<file path="config.mk">
export PLATFORM = sky130hd
export DESIGN_NAME = id_ex_stage
export DESIGN_NICKNAME = d
export VERILOG_FILES = /design/src/rtl/riscv_pkg.sv /design/src/rtl/id_ex_stage_fwd_sel.sv /design/src/rtl/id_ex_stage.sv
export SDC_FILE = /design/constraint.sdc
export NUM_CORES = 1
export LEC_CHECK = 0
export ABC_CLOCK_PERIOD_IN_PS = 13200
export CAP_MARGIN = 15
export CORE_ASPECT_RATIO = 1.5
export CORE_UTILIZATION = 27
export DETAILED_ROUTE_END_ITERATION = 10
export HOLD_SLACK_MARGIN = 0.02
export PLACE_DENSITY = 0.61
export SLEW_MARGIN = 15
export SYNTH_ARGS = -nofsm -noshare
export SYNTH_HDL_FRONTEND = slang
export SYNTH_HIERARCHICAL = 1
export SYNTH_SLANG_ARGS = --single-unit
</file>
<file path="constraint.sdc">
create_clock -name clk -period 13.2 [get_ports clk]
set_input_delay 1.98 -clock clk [delete_from_list [all_inputs] [get_ports clk]]
set_output_delay 1.98 -clock clk [all_outputs]
set_load 0.03 [all_outputs]
</file>
<file path="src/rtl/riscv_pkg.sv">
// Shared encodings for the RISC-V core: result-source select, ALU codes,
// register-address width and the EX-stage control bundle with its bubble value.
package riscv_pkg;

  localparam int REG_AW = 5;

  localparam logic [1:0] RESULT_SRC_ALU  = 2'b00;
  localparam logic [1:0] RESULT_SRC_LOAD = 2'b01;
  localparam logic [1:0] RESULT_SRC_PC4  = 2'b10;

  localparam logic [2:0] ALU_ADD = 3'b000;
  localparam logic [2:0] ALU_SUB = 3'b001;
  localparam logic [2:0] ALU_AND = 3'b010;
  localparam logic [2:0] ALU_OR  = 3'b011;
  localparam logic [2:0] ALU_XOR = 3'b100;
  localparam logic [2:0] ALU_SLT = 3'b101;
  localparam logic [2:0] ALU_SHL = 3'b110;
  localparam logic [2:0] ALU_SHR = 3'b111;

  typedef struct packed {
    logic       valid;
    logic       reg_write;
    logic       mem_write;
    logic [1:0] result_src;
    logic [2:0] alu_ctrl;
    logic       op7b5;
    logic       alu_src;
  } ex_ctrl_t;

  localparam ex_ctrl_t BUBBLE_CTRL = '{
    valid:      1'b0,
    reg_write:  1'b0,
    mem_write:  1'b0,
    result_src: RESULT_SRC_ALU,
    alu_ctrl:   ALU_ADD,
    op7b5:      1'b0,
    alu_src:    1'b0
  };

endpackage

</file>
<file path="src/rtl/id_ex_stage_fwd_sel.sv">
// Priority forward mux for one EX source operand: MEM beats WB, x0 never forwards.
module fwd_sel #(
  parameter int WIDTH  = 32,
  parameter int REG_AW = 5
) (
  input  logic [REG_AW-1:0] src,
  input  logic [WIDTH-1:0]  reg_val,
  input  logic [REG_AW-1:0] m_rd,
  input  logic              m_reg_write,
  input  logic [WIDTH-1:0]  m_val,
  input  logic [REG_AW-1:0] w_rd,
  input  logic              w_reg_write,
  input  logic [WIDTH-1:0]  w_val,
  output logic [WIDTH-1:0]  val
);

  logic m_hit;
  logic w_hit;

  assign m_hit = m_reg_write && (m_rd != {REG_AW{1'b0}}) && (m_rd == src);
  assign w_hit = w_reg_write && (w_rd != {REG_AW{1'b0}}) && (w_rd == src);

  always_comb begin
    val = reg_val;
    if (m_hit) begin
      val = m_val;
    end else if (w_hit) begin
      val = w_val;
    end else begin
      val = reg_val;
    end
  end

endmodule

</file>
<file path="src/rtl/id_ex_stage.sv">
// ID/EX pipeline register with hazard stall and operand forwarding.
// Define ID_EX_FWD_EN to build the forwarding muxes; otherwise any RAW match stalls.
module id_ex_stage #(
  parameter int WIDTH  = 32,
  parameter int REG_AW = riscv_pkg::REG_AW
) (
  input  logic              clk,
  input  logic              reset,
  input  logic              d_valid,
  input  logic [REG_AW-1:0] d_rs1,
  input  logic [REG_AW-1:0] d_rs2,
  input  logic [REG_AW-1:0] d_rd,
  input  logic [WIDTH-1:0]  d_rd1,
  input  logic [WIDTH-1:0]  d_rd2,
  input  logic [WIDTH-1:0]  d_imm,
  input  logic [WIDTH-1:0]  d_pc,
  input  logic [2:0]        d_alu_ctrl,
  input  logic              d_op7b5,
  input  logic              d_alu_src,
  input  logic              d_reg_write,
  input  logic              d_mem_write,
  input  logic [1:0]        d_result_src,
  input  logic              flush_e,
  input  logic [REG_AW-1:0] m_rd,
  input  logic              m_reg_write,
  input  logic [WIDTH-1:0]  m_alu_result,
  input  logic [REG_AW-1:0] w_rd,
  input  logic              w_reg_write,
  input  logic [WIDTH-1:0]  w_result,
  output logic              stall_d,
  output logic              e_valid,
  output logic [WIDTH-1:0]  e_a,
  output logic [WIDTH-1:0]  e_b,
  output logic [2:0]        e_alu_ctrl,
  output logic              e_op7b5,
  output logic [WIDTH-1:0]  e_write_data,
  output logic [REG_AW-1:0] e_rd,
  output logic              e_reg_write,
  output logic              e_mem_write,
  output logic [1:0]        e_result_src,
  output logic [WIDTH-1:0]  e_pc
);

  import riscv_pkg::*;

  ex_ctrl_t          ctrl;
  ex_ctrl_t          d_ctrl;
  logic [REG_AW-1:0] ex_rs1;
  logic [REG_AW-1:0] ex_rs2;
  logic [WIDTH-1:0]  ex_rd1;
  logic [WIDTH-1:0]  ex_rd2;
  logic [WIDTH-1:0]  ex_imm;
  logic [WIDTH-1:0]  src_a;
  logic [WIDTH-1:0]  src_b;
  logic              ex_match;

  assign d_ctrl = '{
    valid:      d_valid,
    reg_write:  d_reg_write,
    mem_write:  d_mem_write,
    result_src: d_result_src,
    alu_ctrl:   d_alu_ctrl,
    op7b5:      d_op7b5,
    alu_src:    d_alu_src
  };

  assign ex_match = ctrl.valid && ctrl.reg_write && (e_rd != {REG_AW{1'b0}}) &&
                    ((e_rd == d_rs1) || (e_rd == d_rs2));

`ifdef ID_EX_FWD_EN
  // With forwarding only a load in EX cannot be bypassed in time.
  assign stall_d = d_valid && ex_match && (ctrl.result_src == RESULT_SRC_LOAD);

  fwd_sel #(.WIDTH(WIDTH), .REG_AW(REG_AW)) u_fwd_a (
    .src(ex_rs1), .reg_val(ex_rd1),
    .m_rd(m_rd), .m_reg_write(m_reg_write), .m_val(m_alu_result),
    .w_rd(w_rd), .w_reg_write(w_reg_write), .w_val(w_result),
    .val(src_a)
  );

  fwd_sel #(.WIDTH(WIDTH), .REG_AW(REG_AW)) u_fwd_b (
    .src(ex_rs2), .reg_val(ex_rd2),
    .m_rd(m_rd), .m_reg_write(m_reg_write), .m_val(m_alu_result),
    .w_rd(w_rd), .w_reg_write(w_reg_write), .w_val(w_result),
    .val(src_b)
  );
`else
  logic m_match;
  logic unused_fwd;

  // Without bypass paths, hold decode until the producer has left MEM.
  assign m_match = m_reg_write && (m_rd != {REG_AW{1'b0}}) &&
                   ((m_rd == d_rs1) || (m_rd == d_rs2));
  assign stall_d = d_valid && (ex_match || m_match);

  assign src_a      = ex_rd1;
  assign src_b      = ex_rd2;
  assign unused_fwd = ^{ex_rs1, ex_rs2, m_alu_result, w_rd, w_reg_write, w_result};
`endif

  // EX pipeline register: bubble on flush or stall, otherwise capture decode.
  always_ff @(posedge clk or posedge reset) begin
    if (reset) begin
      ctrl   <= BUBBLE_CTRL;
      ex_rs1 <= {REG_AW{1'b0}};
      ex_rs2 <= {REG_AW{1'b0}};
      e_rd   <= {REG_AW{1'b0}};
      ex_rd1 <= {WIDTH{1'b0}};
      ex_rd2 <= {WIDTH{1'b0}};
      ex_imm <= {WIDTH{1'b0}};
      e_pc   <= {WIDTH{1'b0}};
    end else if (flush_e || stall_d) begin
      ctrl   <= BUBBLE_CTRL;
      ex_rs1 <= {REG_AW{1'b0}};
      ex_rs2 <= {REG_AW{1'b0}};
      e_rd   <= {REG_AW{1'b0}};
      ex_rd1 <= {WIDTH{1'b0}};
      ex_rd2 <= {WIDTH{1'b0}};
      ex_imm <= {WIDTH{1'b0}};
      e_pc   <= {WIDTH{1'b0}};
    end else begin
      ctrl   <= d_ctrl;
      ex_rs1 <= d_rs1;
      ex_rs2 <= d_rs2;
      e_rd   <= d_rd;
      ex_rd1 <= d_rd1;
      ex_rd2 <= d_rd2;
      ex_imm <= d_imm;
      e_pc   <= d_pc;
    end
  end

  assign e_valid      = ctrl.valid;
  assign e_reg_write  = ctrl.reg_write;
  assign e_mem_write  = ctrl.mem_write;
  assign e_result_src = ctrl.result_src;
  assign e_alu_ctrl   = ctrl.alu_ctrl;
  assign e_op7b5      = ctrl.op7b5;
  assign e_a          = src_a;
  assign e_b          = ctrl.alu_src ? ex_imm : src_b;
  assign e_write_data = src_b;

endmodule

</file>
== After elaboration in Yosys (flattened, before gate mapping) ==
Index checks and enable logic that the tools add are counted.

* Equality and inequality tests: 4
* Mux-type cells: 7
* Reduce and logical (&&, ||, !) cells: 12

{| class="wikitable"
|+ Operators by type and width
! cell !! count
|-
| $mux 32 || 5
|-
| $eq 5x5->1 || 4
|-
| $mux 10 || 1
|-
| $reduce_bool 5->1 || 2
|-
| $logic_and 1x1->1 || 6
|-
| $mux 5 || 1
|-
| $logic_or 1x1->1 || 4
|}

* Register bits: 143
* Input bits: 232

== Logic depth before layout (Yosys ltp) ==
* Depth in word-level cells: 7
* Depth in mapped cells: 6
* Gate-level depth less buffers: 4

== Worst setup path before layout ==
No wires, ideal clock.

* Path type: input port to output port
* From: input m_rd[0]
* To: output stall_d
* Data arrival time: 3.340 ns
* Data required time: 11.220 ns
* Setup slack: 7.880 ns
* Stages on the path: 6
* Path buffers: 3
* Cells stage by stage: or3_1 > o311a_1 > buf_6 > buf_6 > buf_6 > a22o_1

* Cells in the longest elaborated chain, start to end: 5

{| class="wikitable"
|+ Ends and longest elaborated chain
! element !! RTL line !! RTL
|-
| start: declaration || id_ex_stage.sv:24 || <nowiki>input logic [REG_AW-1:0] m_rd,</nowiki>
|-
| $eq 5x5->1 / $reduce_bool 5->1 (equally long branches) || id_ex_stage.sv:93, id_ex_stage.sv:92 ||
|-
| $logic_or 1x1->1 / $logic_and 1x1->1 (equally long branches) || id_ex_stage.sv:93, id_ex_stage.sv:92 ||
|-
| $logic_and 1x1->1 (*) || id_ex_stage.sv:92 || <nowiki>assign m_match = m_reg_write && (m_rd != {REG_AW{1'b0}}) &&</nowiki>
|-
| $logic_or 1x1->1 (*) || id_ex_stage.sv:94 || <nowiki>assign stall_d = d_valid && (ex_match || m_match);</nowiki>
|-
| $logic_and 1x1->1 (*) || id_ex_stage.sv:94 ||
|-
| end: declaration || id_ex_stage.sv:30 || <nowiki>output logic stall_d,</nowiki>
|}

Every way passes the cells marked *; elsewhere a longest branch is shown, timed or not.

== Final worst setup path ==
Same ends and word-level chain as after synthesis.

==> reports/results.ini <==
[status]
outcome=finished clean

[floorplan]
die-width_um=135
die_y_um=201
coreArea_um2=25900
ios=375
num_rows=72
initial_core_util_pct=27.6
dieArea_um2=27200

[worst_setup_path]
crit_top_cell=clkdlybuf4s50_1
required_ps=11220
slowest_delay_ps=700
worst-setup-path-type=input port to output pin
cp-end-kind=output pin
worstReg2RegEnd=e_a[9]
reg2reg_depth=5
reg2reg_slack_ps=9860
cp_cell_sequence=clkdlybuf4s50_1 > or3_1 > o311a_4 > a22o_1 > clkdlybuf4s50_1
crit_slowest_cell=clkdlybuf4s50_1
critPathLaunch=m_rd[0]
r2r_start=e_rd[2]
cp_max_fo=59
start_kind=input port
arrival_ps=4470

[clock_tree]
post_cts_buffers=0
h-tree-depth=4
worstSkewPairLatency_ps=430
clockBufferDepth=2
root_buffer=clkbuf_16
clock_sinks=143
numCtsBuffers=17
ctsResizeCount=0
clk_pin_slew_worst_paths_ps=60
ctsHoldBuffers=0
cts_tree=yes

[place]
place_hpwl_um=14900
gp_congestion=0.783
placed_cell_area_um2=10300
io_buffers=304
pre_cts_ws_ps=6730

[power]
p_switching_mw=0.348
p_int_mw=0.925
p_sw_share_pct=27.3
peakVddDrop_uv=90.5
power_frac_comb_pct=21.2
p_clk_share_pct=41.6
power_density_nw_per_um2=116
seq_power_share_pct=37.2
leakage_nw=4.49

[synthesis]
ys_seq_area_share_pct=50.0
synth_edf_count=0
ys_ff_latch=143
syn_inst=584
synthTopCellsByArea=dfrtp_1 (50%), nand2b_1 (12%), a221oi_2 (12%), a221oi_1 (10%), mux2_2 (5.0%)
ys_warn_count=6
synth_top_cell_area_share_pct=50.0
synthArstFlopShare_pct=100
syn_nets=816
synth.distinct_cells=22
avgSynthCellArea_um2=12.3
synth_ff_type=dfrtp_1
synth_area_um2=7160
yosysTopAreaCell=dfrtp_1

[layout]
layout_common_cells=clkdlybuf4s50_1 (303), nand2b_1 (143), dfrtp_1 (142)
area_delta_synth_final_pct=53.1
fill_cells=2544
final_area_um2=11000
final_layout_size_suffix_gt1_share_pct=16.2
final_nets=1064
mostFrequentLayoutCell=clkdlybuf4s50_1

[run]
drv_cap=0

[timing]
slew_headroom_pct=34.6
rsz0062_at_grt=no
period_share_pct=48.8
worst_slew_pin_slew_ps=981
tns_ps=0
finClkSkew_ps=9.10
hold_viol=0
min_period_ps=6450
fmax_mhz=155
setup_viol=0
slew_violations=0
fin_ws_ps=6750

[global_route]
met3_usage_pct=5.74
grt_pass1_wl_um=36200
grt_max_degree=104
antenna_found_initial=2
globalRouteTotalUtil_pct=17.6
grtUsageMet2_pct=29.2
first_global_vias=6131
grt_overflow=0
grt-busiest-layer=met2
grtUsageMet1_pct=20.5

[drt]
viasPerCell=4.95
num_vias=5832
drt_iter0_markers=253
drt-total-wl_um=23300
firstDrtPassIters=4
drtAntennaViolNets=0
drc=0
routedWlPerCell_um=19.8

[min_path]
holdPathEnd=e_pc[3]
hold_class=flop to flop
holdPathStages=3
min_from=e_reg_write

-- state kept, by name, summed over array words and instances, names as in the netlist, 2 cells and up --
name,cells
e_a,32
e_pc,32
e_write_data,32
ex_imm,32
e_rd,5
e_alu_ctrl,3
e_result_src,2
-- cells in the mapped netlist, drive strengths merged, types with 2 or more instances --
master	number
a221oi	143
buf	42
clkbuf	43
dfrtp	143
mux2	32
nand2	4
nand2b	143
nand3	5
o22ai	2
xnor2	20
-- final cells by class --
type	count	area, µm²	share of cell area [%]
flip-flops and latches	143	3580	32.6
diodes	1	2.50	0.0228
inverters	1	8.76	0.0799
clock inverters	11	189	1.72
multi-input cells	355	3190	29.1
clock buffers	20	447	4.07
well taps	333	417	3.80
repair buffers	314	3130	28.5
-- how the worst max path moves through the flow --
stage	cells past startpoint	end
CTS	5	stall_d
finish	5	stall_d
global placement	5	stall_d
global route	5	stall_d
floorplan	1	ctrl[0]
detailed placement	5	stall_d
-- metrics by stage --
step	total power, mW	util [%]	hold WS, ps	cells
detailed placement	0.755	39.8	954	1146
CTS	1.29	42.3	967	1177
global route	1.33	42.3	1030	1177
global placement	0.754	39.8	929	1146
finish	1.27	42.3	953	1178
floorplan	0.628	-	1200	584
-- critical path: cells and delay by family --
family,cells,cell delay (ps)
compound gates,2,870
buf+inv,2,1180
simple gates,1,420
-- cells by family after synthesis --
logic type	count (synthesis)	share of synthesized area [%]
flops	143	50.0
compound gates	148	23.2
buf+inv	86	6.05
mux	32	5.03
xor+xnor	20	2.45
simple gates	155	13.3
-- metal layers --
metal	vias up	share of wire, %
met1	2876	39
met5	-	0.056
li1	2674	-
met3	39	7.0
met4	2	3.2
met2	241	51
-- power groups by stage --
| stage | combinational [mW] | clock (mW) | sequential (mW) |
|---|---|---|---|
| global placement | 0.272 | 0 | 0.482 |
| CTS | 0.273 | 0.546 | 0.474 |
| finish | 0.269 | 0.530 | 0.474 |
| global route | 0.288 | 0.561 | 0.476 |
| floorplan | 0.113 | 0 | 0.514 |
| detailed placement | 0.272 | 0 | 0.482 |
Note: power is estimated with default switching activity, not from simulation.
